File: config.mk
export PLATFORM = sky130hd
export DESIGN_NAME = bound_flasher_ctrl
export DESIGN_NICKNAME = d
export VERILOG_FILES = /design/src/rtl/bound_flasher_ctrl.sv
export SDC_FILE = /design/constraint.sdc
export NUM_CORES = 1
export LEC_CHECK = 0
export BUFFER_PORTS_ARGS = -buffer_cell sky130_fd_sc_hd__buf_4
export CAP_MARGIN = 20
export CORE_AREA = 4 4 50 52
export CTS_BUF_LIST = sky130_fd_sc_hd__clkbuf_8 sky130_fd_sc_hd__clkbuf_16
export DETAILED_ROUTE_END_ITERATION = 8
export DIE_AREA = 0 0 54 56
export PLACE_DENSITY = 0.75
export SYNTH_ARGS = -nofsm -noshare
export SYNTH_HDL_FRONTEND = slang
export SYNTH_SLANG_ARGS = --single-unit
File: constraint.sdc
create_clock -name clk -period 2.3 [get_ports clk]
set_input_delay 0.115 -clock clk [delete_from_list [all_inputs] [get_ports clk]]
set_output_delay 0.115 -clock clk [all_outputs]
set_load 0.01 [all_outputs]
File: src/rtl/bound_flasher_ctrl.sv
// ---------------------------------------------------------------------------
// bound_flasher_ctrl
//
// Sequencing controller for the 16-lamp bound flasher. It holds the state
// code that drives the led_behavior decoder, and the lamp count (number of
// lit lamps, 0..16) that forms the LED datapath. Once started by flick, the
// lamps walk one position per step tick through the fixed pattern
//   0->16, 16->5, 5->11, 11->0, 0->6, 6->0
// with flick kickbacks in the two rising legs that start toward 16 and 11.
//
// Parameters
//   STEP_DIV : clock cycles per lamp step (>= 1); 1 = one step per clock
//   DIV_W    : prescaler width, derived from STEP_DIV (leave at default)
//
// Ports
//   clk     in   1   system clock, all state updates on the rising edge
//   rst_n   in   1   asynchronous active-low reset
//   flick   in   1   start / kickback request, level-sampled
//   cur_st  out  3   state code (0 INITIAL, 1 0_TO_15, 2 15_TO_5, 3 5_TO_10,
//                    4 10_TO_0, 5 0_TO_5, 6 5_TO_0)
//   led     out  16  thermometer lamp outputs, led[i] = 1 iff i < lamp count
//   busy    out  1   high whenever cur_st is not INITIAL
// ---------------------------------------------------------------------------
module bound_flasher_ctrl #(
    parameter int STEP_DIV = 1,
    parameter int DIV_W    = $clog2(STEP_DIV + 1)
) (
    input  logic        clk,
    input  logic        rst_n,
    input  logic        flick,
    output logic [2:0]  cur_st,
    output logic [15:0] led,
    output logic        busy
);

    // State codes are shared with led_behavior and must not be renumbered.
    typedef enum logic [2:0] {
        ST_INIT = 3'd0,   // idle, all lamps off
        ST_UP16 = 3'd1,   // 0_TO_15  : light lamps up to all 16
        ST_DN5  = 3'd2,   // 15_TO_5  : turn off down to 5 lit
        ST_UP11 = 3'd3,   // 5_TO_10  : light up to 11 lit
        ST_DN0K = 3'd4,   // 10_TO_0  : turn all off (kickback landing leg)
        ST_UP6  = 3'd5,   // 0_TO_5   : light up to 6 lit
        ST_DN0  = 3'd6    // 5_TO_0   : turn all off, back to idle
    } state_t;

    localparam logic [DIV_W-1:0] DIV_LAST = DIV_W'(STEP_DIV - 1);

    state_t           state_q, state_d;
    logic [4:0]       cnt_q,   cnt_d;
    logic [DIV_W-1:0] div_q,   div_d;
    logic             kick_q,  kick_d;

    logic             tick;
    logic             at_target;
    logic             kick_up16;
    logic             kick_up11;

    // Lamp count at which a leg ends and the sequence moves on.
    function automatic logic [4:0] target_of(input state_t s);
        case (s)
            ST_UP16: target_of = 5'd16;
            ST_DN5:  target_of = 5'd5;
            ST_UP11: target_of = 5'd11;
            ST_UP6:  target_of = 5'd6;
            default: target_of = 5'd0;
        endcase
    endfunction

    // Rising legs light one more lamp per tick; the others turn one off.
    function automatic logic is_up(input state_t s);
        is_up = (s == ST_UP16) || (s == ST_UP11) || (s == ST_UP6);
    endfunction

    // Successor leg once the target count is reached. The 10_TO_0 leg
    // returns to the start when it was entered through a kickback.
    function automatic state_t next_of(input state_t s, input logic k);
        case (s)
            ST_UP16: next_of = ST_DN5;
            ST_DN5:  next_of = ST_UP11;
            ST_UP11: next_of = ST_DN0K;
            ST_DN0K: next_of = k ? ST_UP16 : ST_UP6;
            ST_UP6:  next_of = ST_DN0;
            default: next_of = ST_INIT;
        endcase
    endfunction

    assign busy      = (state_q != ST_INIT);
    assign tick      = busy && (div_q == DIV_LAST);
    assign at_target = (cnt_q == target_of(state_q));

    // Kickback requests, only honoured on a tick. They outrank both the
    // step and the normal leg exit.
    assign kick_up16 = flick && (state_q == ST_UP16) &&
                       ((cnt_q == 5'd6) || (cnt_q == 5'd11));
    assign kick_up11 = flick && (state_q == ST_UP11) && (cnt_q == 5'd11);

    // State register
    always_ff @(posedge clk or negedge rst_n) begin
        if (!rst_n) begin
            state_q <= ST_INIT;
            cnt_q   <= 5'd0;
            div_q   <= '0;
            kick_q  <= 1'b0;
        end else begin
            state_q <= state_d;
            cnt_q   <= cnt_d;
            div_q   <= div_d;
            kick_q  <= kick_d;
        end
    end

    // Next-state and datapath update
    always_comb begin
        state_d = state_q;
        cnt_d   = cnt_q;
        div_d   = div_q;
        kick_d  = kick_q;

        if (state_q == ST_INIT) begin
            // Idle: prescaler parked so the first step lands a full
            // STEP_DIV cycles after the start edge.
            div_d = '0;
            cnt_d = 5'd0;
            if (flick) begin
                state_d = ST_UP16;
            end
        end else begin
            div_d = (div_q == DIV_LAST) ? '0 : div_q + DIV_W'(1);

            // A tick either moves the lamp count or changes leg, never both.
            if (tick) begin
                if (kick_up16) begin
                    state_d = ST_DN0K;
                    kick_d  = 1'b1;
                end else if (kick_up11) begin
                    state_d = ST_DN5;
                end else if (at_target) begin
                    state_d = next_of(state_q, kick_q);
                    if (state_q == ST_DN0K) begin
                        kick_d = 1'b0;
                    end
                end else if (is_up(state_q)) begin
                    cnt_d = cnt_q + 5'd1;
                end else begin
                    cnt_d = cnt_q - 5'd1;
                end
            end
        end
    end

    // Thermometer decode of the lamp count.
    always_comb begin
        led = '0;
        for (int i = 0; i < 16; i++) begin
            led[i] = (5'(i) < cnt_q);
        end
    end

    assign cur_st = state_q;

endmodule

* After elaboration in Yosys (flattened, before gate mapping) *
Index checks and enable logic that the tools add are counted.

word-level totals
  bits in registers = 10
  output and inout bits = 20
  logic and storage cells = 76
  bits of input ports = 3

operators by class
  mux-type cells = 21
  reduce and logical (&&, ||, !) cells = 17
  add/subtract/negate cells = 3
  bitwise gates (word level) = 2
  eq/ne operators = 13
  order comparisons = 16

operators by type and width
  operator               count
  $lt A4 B5 Y1 const A   8
  $mux W5                6
  $mux W3                7
  $lt A3 B5 Y1 const A   4
  $pmux W5 S4            1
  $pmux W3 S5            1
  $lt A1 B5 Y1 const A   2
  $lt A2 B5 Y1 const A   2
  $eq A3 B2 Y1 const B   2
  $eq A3 B3 Y1 const B   2
  $mux W1                6
  $ne A2 B1 Y1 const B   3
  $reduce_bool A2 Y1     3
  $add A5 B1 Y5 const B  1
  $eq A5 B3 Y1 const B   1
  $eq A5 B4 Y1 const B   1
  $eq A5 B5 Y1           1
  $logic_and A1 B1 Y1    5
  $reduce_and A5 Y1      1
  $sub A5 B1 Y5 const B  1
  $ne A2 B2 Y1 const B   2
  $reduce_and A4 Y1      1
  $reduce_bool A4 Y1     1
  $eq A3 B1 Y1 const B   1
  other kinds (6)        9

* Longest topological paths before layout *
Gate-level depths: netlist of the first run.

  depth in word-level cells = 9
  depth in mapped cells = 8

* Least setup slack after synthesis of the first run *
No wires, ideal clock.

  path kind = reg-to-reg
  from = register state_q[1], in the netlist cur_st[1]
  to = register state_q[2], in the netlist cur_st[2]
  setup time = 124 ps
  arrival time = 1728 ps
  path slack = 448 ps
  cell stages (with the launch flop) = 7
  data required time = 2176 ps
  path buffers = 1
  cell sequence = dfrtp_1 -> ha_1 -> xnor2_1 -> o311ai_2 -> or2_1 -> buf_6 -> a211o_1

on the way
  word-level cells in the longest chain between the ends = 7

ends and longest elaborated chain
  element                                                    RTL line  RTL
  start, declared                                            49        state_t state_q, state_d;
  start signal, assigned                                     106       state_q <= state_d;
  $eq A3 B3 Y1 (tied with other cells)                       61, 78
  $pmux W3 S5 / $logic_and A1 B1 Y1 (equally long branches)  78, 96
  $mux W3 / $logic_and A1 B1 Y1 (equally long branches)      138, 96
  $mux W3                                                    136       end else if (kick_up11) begin
  $mux W3                                                    133       if (kick_up16) begin
  $mux W3                                                    132       if (tick) begin
  $mux W3                                                    120       if (state_q == ST_INIT) begin

Several ways; a longest one is shown, not always the timed one. The select of a mux whose other input is x is not followed.
A chain may end at the register's enable or synchronous reset.

* Final worst setup path of the first run *
  from = register state_q[2], in the netlist cur_st[2]
  to = register state_q[2], in the netlist cur_st[2]

The elaborated chain is that of the path after synthesis.

==> summary.md, run 1 <==
| Metric | Value |
|---|---|
| Result of the run | complete, no violations |
| Num Clock Sinks | 9 |
| Critical path startpoint | cur_st[2]$_DFFE_PN0P_ |
| Worst path required time | about 2.4 ns |
| Syn. warnings | 0 |
| Core Footprint | 2110 um2 |
| Critical Path Sink Type | flip-flop |
| Startpoint Class | flip-flop |
| Initial core utilization | about half |
| Final min period | 1.98 ns |
| TritonCTS clock tree | done |
| Overall overflow remaining after global route | 0 |
| Class of the worst hold path | in2reg |
| Max VDD drop | 0.877 mV |
| Predominant post-synthesis flop cell | sky130_fd_sc_hd__dfrtp_1 |
| Number of vias per cell | a little under 6 |
| Setup TNS | 0 ns |
| Clock Latency Late Sink | ~0.23 ns |
| Maximum number of pins on one net before global-route repair | 16 |
| Worst-case clock skew | 0.00436 ns |
| I/O Buffers | 22 |
| Crit path kind | reg2reg |
| Most common cell in the synthesized netlist | sky130_fd_sc_hd__nand2_1 |
| Number of flops mapped to enable cells by yosys | 0 |
| HP Start | flick |
| Standard-cell rows | 17 |
| Post-synthesis async set-or-reset flop share | 100% |
| Layout-stage area growth over the synthesis result | 23.1% |
| First drt pass iteration count | 4 |
| Number of standard cells after synthesis | 128 |
| Clock edge transition at the registers on the reported setup and hold paths | 0.04 ns |
| Synthesized Nets | 136 |
| CTS Root Cell | sky130_fd_sc_hd__clkbuf_8 |
| Top cell type's share of synthesized area | 21.7% |
| Netlist cell types | 46 |
| Ordered cell list for the critical path | buf_4 -> xnor2_2 -> o221ai_1 -> and3_1 -> or2_1 -> a211o_1 |
| Cell leakage power | slightly above 0.0006 uW |
| Initial antenna violation count | 0 |
| Postcts setup bufs | 0 |
| Layout Utilization | 60.7% |
| Final routed DRC violation total | 0 |
| I/O pin count | 23 |
| Yosys reg bits | 9 |
| P per Cell Area | 1700 nW/um2 |
| Fill cell total of the finished layout | 174 |
| Maximum fanout count along the critical path | 9 |
| Leading cell types by total area after synthesis | sky130_fd_sc_hd__dfrtp_1, sky130_fd_sc_hd__nand2_1, sky130_fd_sc_hd__ha_1, sky130_fd_sc_hd__o311ai_2, sky130_fd_sc_hd__nor2_1 |
| Number of buffers created by CTS | 3 |
| Maximum clock path buffer count | 2 |
| ANT nets after route | 0 |
| Routed via count | 1053 |
| Global-route wire length before repair | 4440 um |
| Max-slew violation count | 0 |
| Final routed wirelength across all metal layers | 2590 um |
| Number of H-tree branching levels | 1 |
| Fin crit share | between 80% and 90% |
| Ratio of cells with drive above 1 in the final layout | 27.6% |
| Final-report setup violation count | 0 |
| Number of DRC markers after the initial detailed-route iteration | 27 |
| Final hold violation count | 0 |
| Max Clk Rate | between 0.5 and 0.6 GHz |
| CP arrival | about 2.1 ns |
| Ant diodes | 0 |
| Height of the chip | between 50 and 60 um |
| Rel. slew slack | 68.6% |
| Commonest cells in the synthesized netlist | sky130_fd_sc_hd__nand2_1, sky130_fd_sc_hd__nor2_1, sky130_fd_sc_hd__dfrtp_1, sky130_fd_sc_hd__inv_1, sky130_fd_sc_hd__nand2b_1 |
| Worst reg2reg startpoint | cur_st[2]$_DFFE_PN0P_ |
| Setup repair after global routing missed its margin | no |
| Number of global-route vias before repair | 1015 |
| Area of the mapped netlist | 1040 um2 |
| WL/cell | 14.4 um |
| Gpl congestion | 0.899 |
| DIE AREA | around 3000 um2 |
| Net count reported at finish | ~160 |
| Die Span X | 54 um |
| Gates resized, CTS repair | 0 |
| Slew @ Worst Pin | 0.470 ns |
| Max_cap viols | 0 |
| Portion of the post-synthesis area used by sequential elements | 21.7% |
| Detail Placement HPWL | roughly 2000 um |
| Library cell contributing the largest single delay on the critical path | sky130_fd_sc_hd__dfrtp_1 |
| GRT Overall Usage | 18.7% |
| Biggest area consumer among synthesized cells | sky130_fd_sc_hd__dfrtp_1 |
| Post-Synthesis Mean Instance Area | ~8.1 um2 |
| Maximum single-stage delay on the critical path | 0.45 ns |
## report_power, final
group	switching, uW	internal [uW]	total, uW
Combinational	830	755	1580
Sequential	181	230	411
Clock	59.8	116	176
## routing by layer
layer	vias to the layer above	GRT usage [%]	wire, um
li1	509	-	-
met1	516	26.6	1160
met2	26	29.6	1290
met3	2	2.41	119
met4	0	4.27	12
met5	-	0	0
## cell families after synthesis
logic type	after synthesis	share of synthesized area, %
flops	9	21.7
mux	4	3.98
xor+xnor	3	3.25
buf+inv	18	10.1
compound gates	36	27.2
fa+ha+maj	5	6.02
simple gates	53	27.7
## per-stage QoR
| step | instance area (um2) | power (uW) | instances | hold slack [ns] | worst slack (ns) |
|---|---|---|---|---|---|
| global placement | 1220 | 1950 | 175 | -0.0584 | 0.398 |
| global route | 1280 | 2380 | 180 | 0.243 | 0.170 |
| detailed placement | 1220 | 1980 | 175 | -0.0556 | 0.343 |
| finish | 1280 | 2170 | 180 | 0.211 | 0.319 |
| floorplan | 1040 | 1510 | 128 | -0.181 | 0.448 |
| CTS | 1280 | 2170 | 180 | 0.211 | 0.331 |
## layout make-up
type                            instances  area (um2)  area share [%]
Multi-Input combinational cell        101         708            55.4
Clock buffer                            3        41.3            3.23
Clock inverter                          1        3.75           0.294
Tap cell                               28        35.0            2.74
Sequential cell                         9         225            17.6
Timing Repair Buffer                   32         243            19.0
Inverter                                6        22.5            1.76
## flip-flops by register name, indices dropped and copies added, names as in the netlist
name    count
kick_q      1
cnt_q       5
cur_st      3
## critical path, delay by kind of cell (launching register included)
family / cells / cell delay, ns
xor+xnor: 1 / 0.15
compound gates: 2 / 0.45
simple gates: 2 / 0.61
flops: 1 / 0.45
buf+inv: 1 / 0.21
## what timing repair did
action / in CTS / in global routing
hold buffers: 1 / 0
setup endpoints to repair: 0 / 0
endpoints found under the hold margin: 9 / 0
## path summary, 6_finish.rpt
path                                              end  cells after the start  slack (ns)
min in group asynchronous       cur_st[1]$_DFFE_PN0P_                      2        0.24
worst min-delay path            cur_st[0]$_DFFE_PN0P_                      3        0.21
max in group asynchronous        cnt_q[4]$_DFFE_PN0P_                      2        1.92
worst max-delay path            cur_st[2]$_DFFE_PN0P_                      6        0.32
worst min register to register     kick_q$_DFFE_PN0P_                      1        0.50
worst max register to register  cur_st[2]$_DFFE_PN0P_                      6        0.32
## cells in the final DEF (no fill, tap or decap), drive strengths merged, types with 2 or more instances in the layout
cell type and instances:
dfrtp 9, and3 2, xnor2 2, o31ai 2
nand4bb 2, nand3 2, ha 5, a21oi 3
mux2i 3, o21ai 7, buf 31, o22ai 2
o21bai 5, nor3b 3, a21o 2, nand2b 6
o211ai 4, o311ai 4, nor2 11, inv 7
nand2 17, nor3 4, clkbuf 3
Power figures use the tool's default switching activity.
==> inputs of run 2 (changes only) <==
--- a/config.mk
+++ b/config.mk
@@ -7,10 +7,10 @@
 export LEC_CHECK = 0
 export BUFFER_PORTS_ARGS = -buffer_cell sky130_fd_sc_hd__buf_4
 export CAP_MARGIN = 20
-export CORE_AREA = 4 4 50 52
+export CORE_AREA = 2 2 48 50
 export CTS_BUF_LIST = sky130_fd_sc_hd__clkbuf_8 sky130_fd_sc_hd__clkbuf_16
 export DETAILED_ROUTE_END_ITERATION = 8
-export DIE_AREA = 0 0 54 56
+export DIE_AREA = 0 0 50 52
 export PLACE_DENSITY = 0.75
 export SYNTH_ARGS = -nofsm -noshare
 export SYNTH_HDL_FRONTEND = slang
==> summary.md, run 2 (synthesis gave the netlist of run 1 again) <==
| Metric | Value |
|---|---|
| Leading cell type in the layout, fill and taps excluded | sky130_fd_sc_hd__buf_4 |
| Initial antenna violation count | 0 |
| Overall overflow remaining after global route | 0 |
| Final hold violation count | 0 |
| First drt pass iteration count | 5 |
| Maximum clock path buffer count | 2 |
| Layout Utilization | 61.1% |
| Detail Placement HPWL | between 2000 and 2500 um |
| Levels on crit path | 6 |
| Number of placed cells counting well taps | between 150 and 200 |
| Final min period | 2.05 ns |
| Post-Route Hold Slack | around 0.22 ns |
| Max VDD drop | 0.863 mV |
| Max reg flops | 5 |
| Gates resized, CTS repair | 0 |
| Max_cap viols | 0 |
| Result of the run | complete, no violations |
| GRT Overall Usage | 22.2% |
| Worst-case clock skew | 0.00460 ns |
| WL/cell | 15.0 um |
| Biggest register | cnt_q |
| Number of DRC markers after the initial detailed-route iteration | 42 |
| Post-route total power | 2190 uW |
| Number of buffers created by CTS | 3 |
| Postcts setup bufs | 0 |
| Initial core utilization | ~50% |
| Clock edge transition at the registers on the reported setup and hold paths | 0.05 ns |
| Die Span X | 50 um |
| Final routed wirelength across all metal layers | 2710 um |
| Worst path required time | between 2 and 2.5 ns |
| Net count reported at finish | 162 |
| Ratio of cells with drive above 1 in the final layout | 28.1% |
| Number of H-tree branching levels | 1 |
| Gpl congestion | 0.967 |
| Startpoint Class | flip-flop |
| Highest-count cells in the layout ignoring fill and taps | sky130_fd_sc_hd__buf_4, sky130_fd_sc_hd__nand2_1, sky130_fd_sc_hd__nor2_1 |
| Maximum number of pins on one net before global-route repair | 16 |
| Library cell contributing the largest single delay on the critical path | sky130_fd_sc_hd__dfrtp_1 |
| Buffers plus inverters on the worst setup path | 1 |
| Maximum single-stage delay on the critical path | approximately 0.5 ns |
| Maximum fanout count along the critical path | 10 |
| Num Clock Sinks | 9 |
| Global-route wire length before repair | 4420 um |
| Total of hold buffers inserted after clock tree synthesis | 1 |
| TritonCTS clock tree | done |
| Largest delay contributor family on the critical path | simple AND/OR/NAND/NOR gates |
| Cell leakage power | approximately 0.00062 uW |
| DIE AREA | 2600 um2 |
| Critical Path Sink Type | flip-flop |
| Routed via count | 1088 |
| R2R depth | 6 |
| CTS Root Cell | sky130_fd_sc_hd__clkbuf_8 |
| Class of the worst hold path | in2reg |
| Fin crit share | 89.2% |
| Core Footprint | about 2100 um2 |
| CP arrival | 2.16 ns |
| Ordered cell list for the critical path | buf_4 -> xnor2_2 -> o221ai_1 -> and3_1 -> or2_1 -> a211o_1 |
| Layout-stage area growth over the synthesis result | 23.9% |
| Fin cells | 181 |
| ANT nets after route | 0 |
| Hold Crit Depth | 3 |
| Number of vias per cell | 6.01 |
| Setup repair after global routing missed its margin | no |
| I/O Buffers | 22 |
| Fill cell total of the finished layout | around 180 |
| Height of the chip | 52 um |
| Standard-cell rows | 17 |
| I/O pin count | 23 |
| Rel. slew slack | slightly below 70% |
| Crit path kind | reg2reg |
| Number of global-route vias before repair | 967 |
| Reg2Reg Setup Slack | about 0.25 ns |
| Max Clk Rate | 0.487 GHz |
| Slew @ Worst Pin | 0.460 ns |
| Max-slew violation count | 0 |
| Final routed DRC violation total | 0 |
| Clock Latency Late Sink | about 0.23 ns |
| P per Cell Area | 1710 nW/um2 |
| Final-report setup violation count | 0 |
| Ant diodes | 0 |
| Setup TNS | 0 ns |
[run 2: cell type report]
type | instances | area, um2 | share of cell area (%)
clock buffers | 3 | 41.3 | 3.21
multi-input cells | 101 | 708 | 55.1
inverters | 6 | 22.5 | 1.75
clock inverters | 1 | 3.75 | 0.292
flip-flops and latches | 9 | 225 | 17.5
well taps | 28 | 35.0 | 2.72
repair buffers | 33 | 250 | 19.5
[run 2: where the power goes]
part / switching [uW] / total [uW] / internal, uW
sequential: 162 / 392 / 230
clock: 59.4 / 175 / 116
combinational: 860 / 1630 / 767
total: 1080 / 2190 / 1110
[run 2: tightest hold or removal path, delay by kind of cell]
family          cells  cell delay [ns]
buf+inv             1             0.09
compound gates      1             0.06
mux                 1             0.13
[run 2: metal layers]
| layer | wire [um] | vias up | GRT usage [%] |
|---|---|---|---|
| li1 | - | 508 | - |
| met2 | 1410 | 51 | 37.5 |
| met3 | 176 | 8 | 4.89 |
| met5 | 0 | - | 0 |
| met4 | 36 | 0 | 6.48 |
| met1 | 1080 | 521 | 28.2 |
[run 2: final timing paths]
check | start | endpoint
setup / recovery | cur_st[2]$_DFFE_PN0P_ | cur_st[2]$_DFFE_PN0P_
setup reg to reg | cur_st[2]$_DFFE_PN0P_ | cur_st[2]$_DFFE_PN0P_
hold reg to reg | kick_q$_DFFE_PN0P_ | kick_q$_DFFE_PN0P_
min in group asynchronous | rst_n | cur_st[2]$_DFFE_PN0P_
hold / removal | flick | cur_st[0]$_DFFE_PN0P_
max in group asynchronous | rst_n | cnt_q[2]$_DFFE_PN0P_
[run 2: metrics by stage]
| step | setup WS, ns | area, um2 |
|---|---|---|
| 2_1_floorplan | 0.448 | 1040 |
| 6_report | 0.249 | 1290 |
| 3_3_place_gp | 0.369 | 1230 |
| 3_5_place_dp | 0.260 | 1230 |
| 4_1_cts | 0.252 | 1290 |
| 5_1_grt | 0.151 | 1290 |
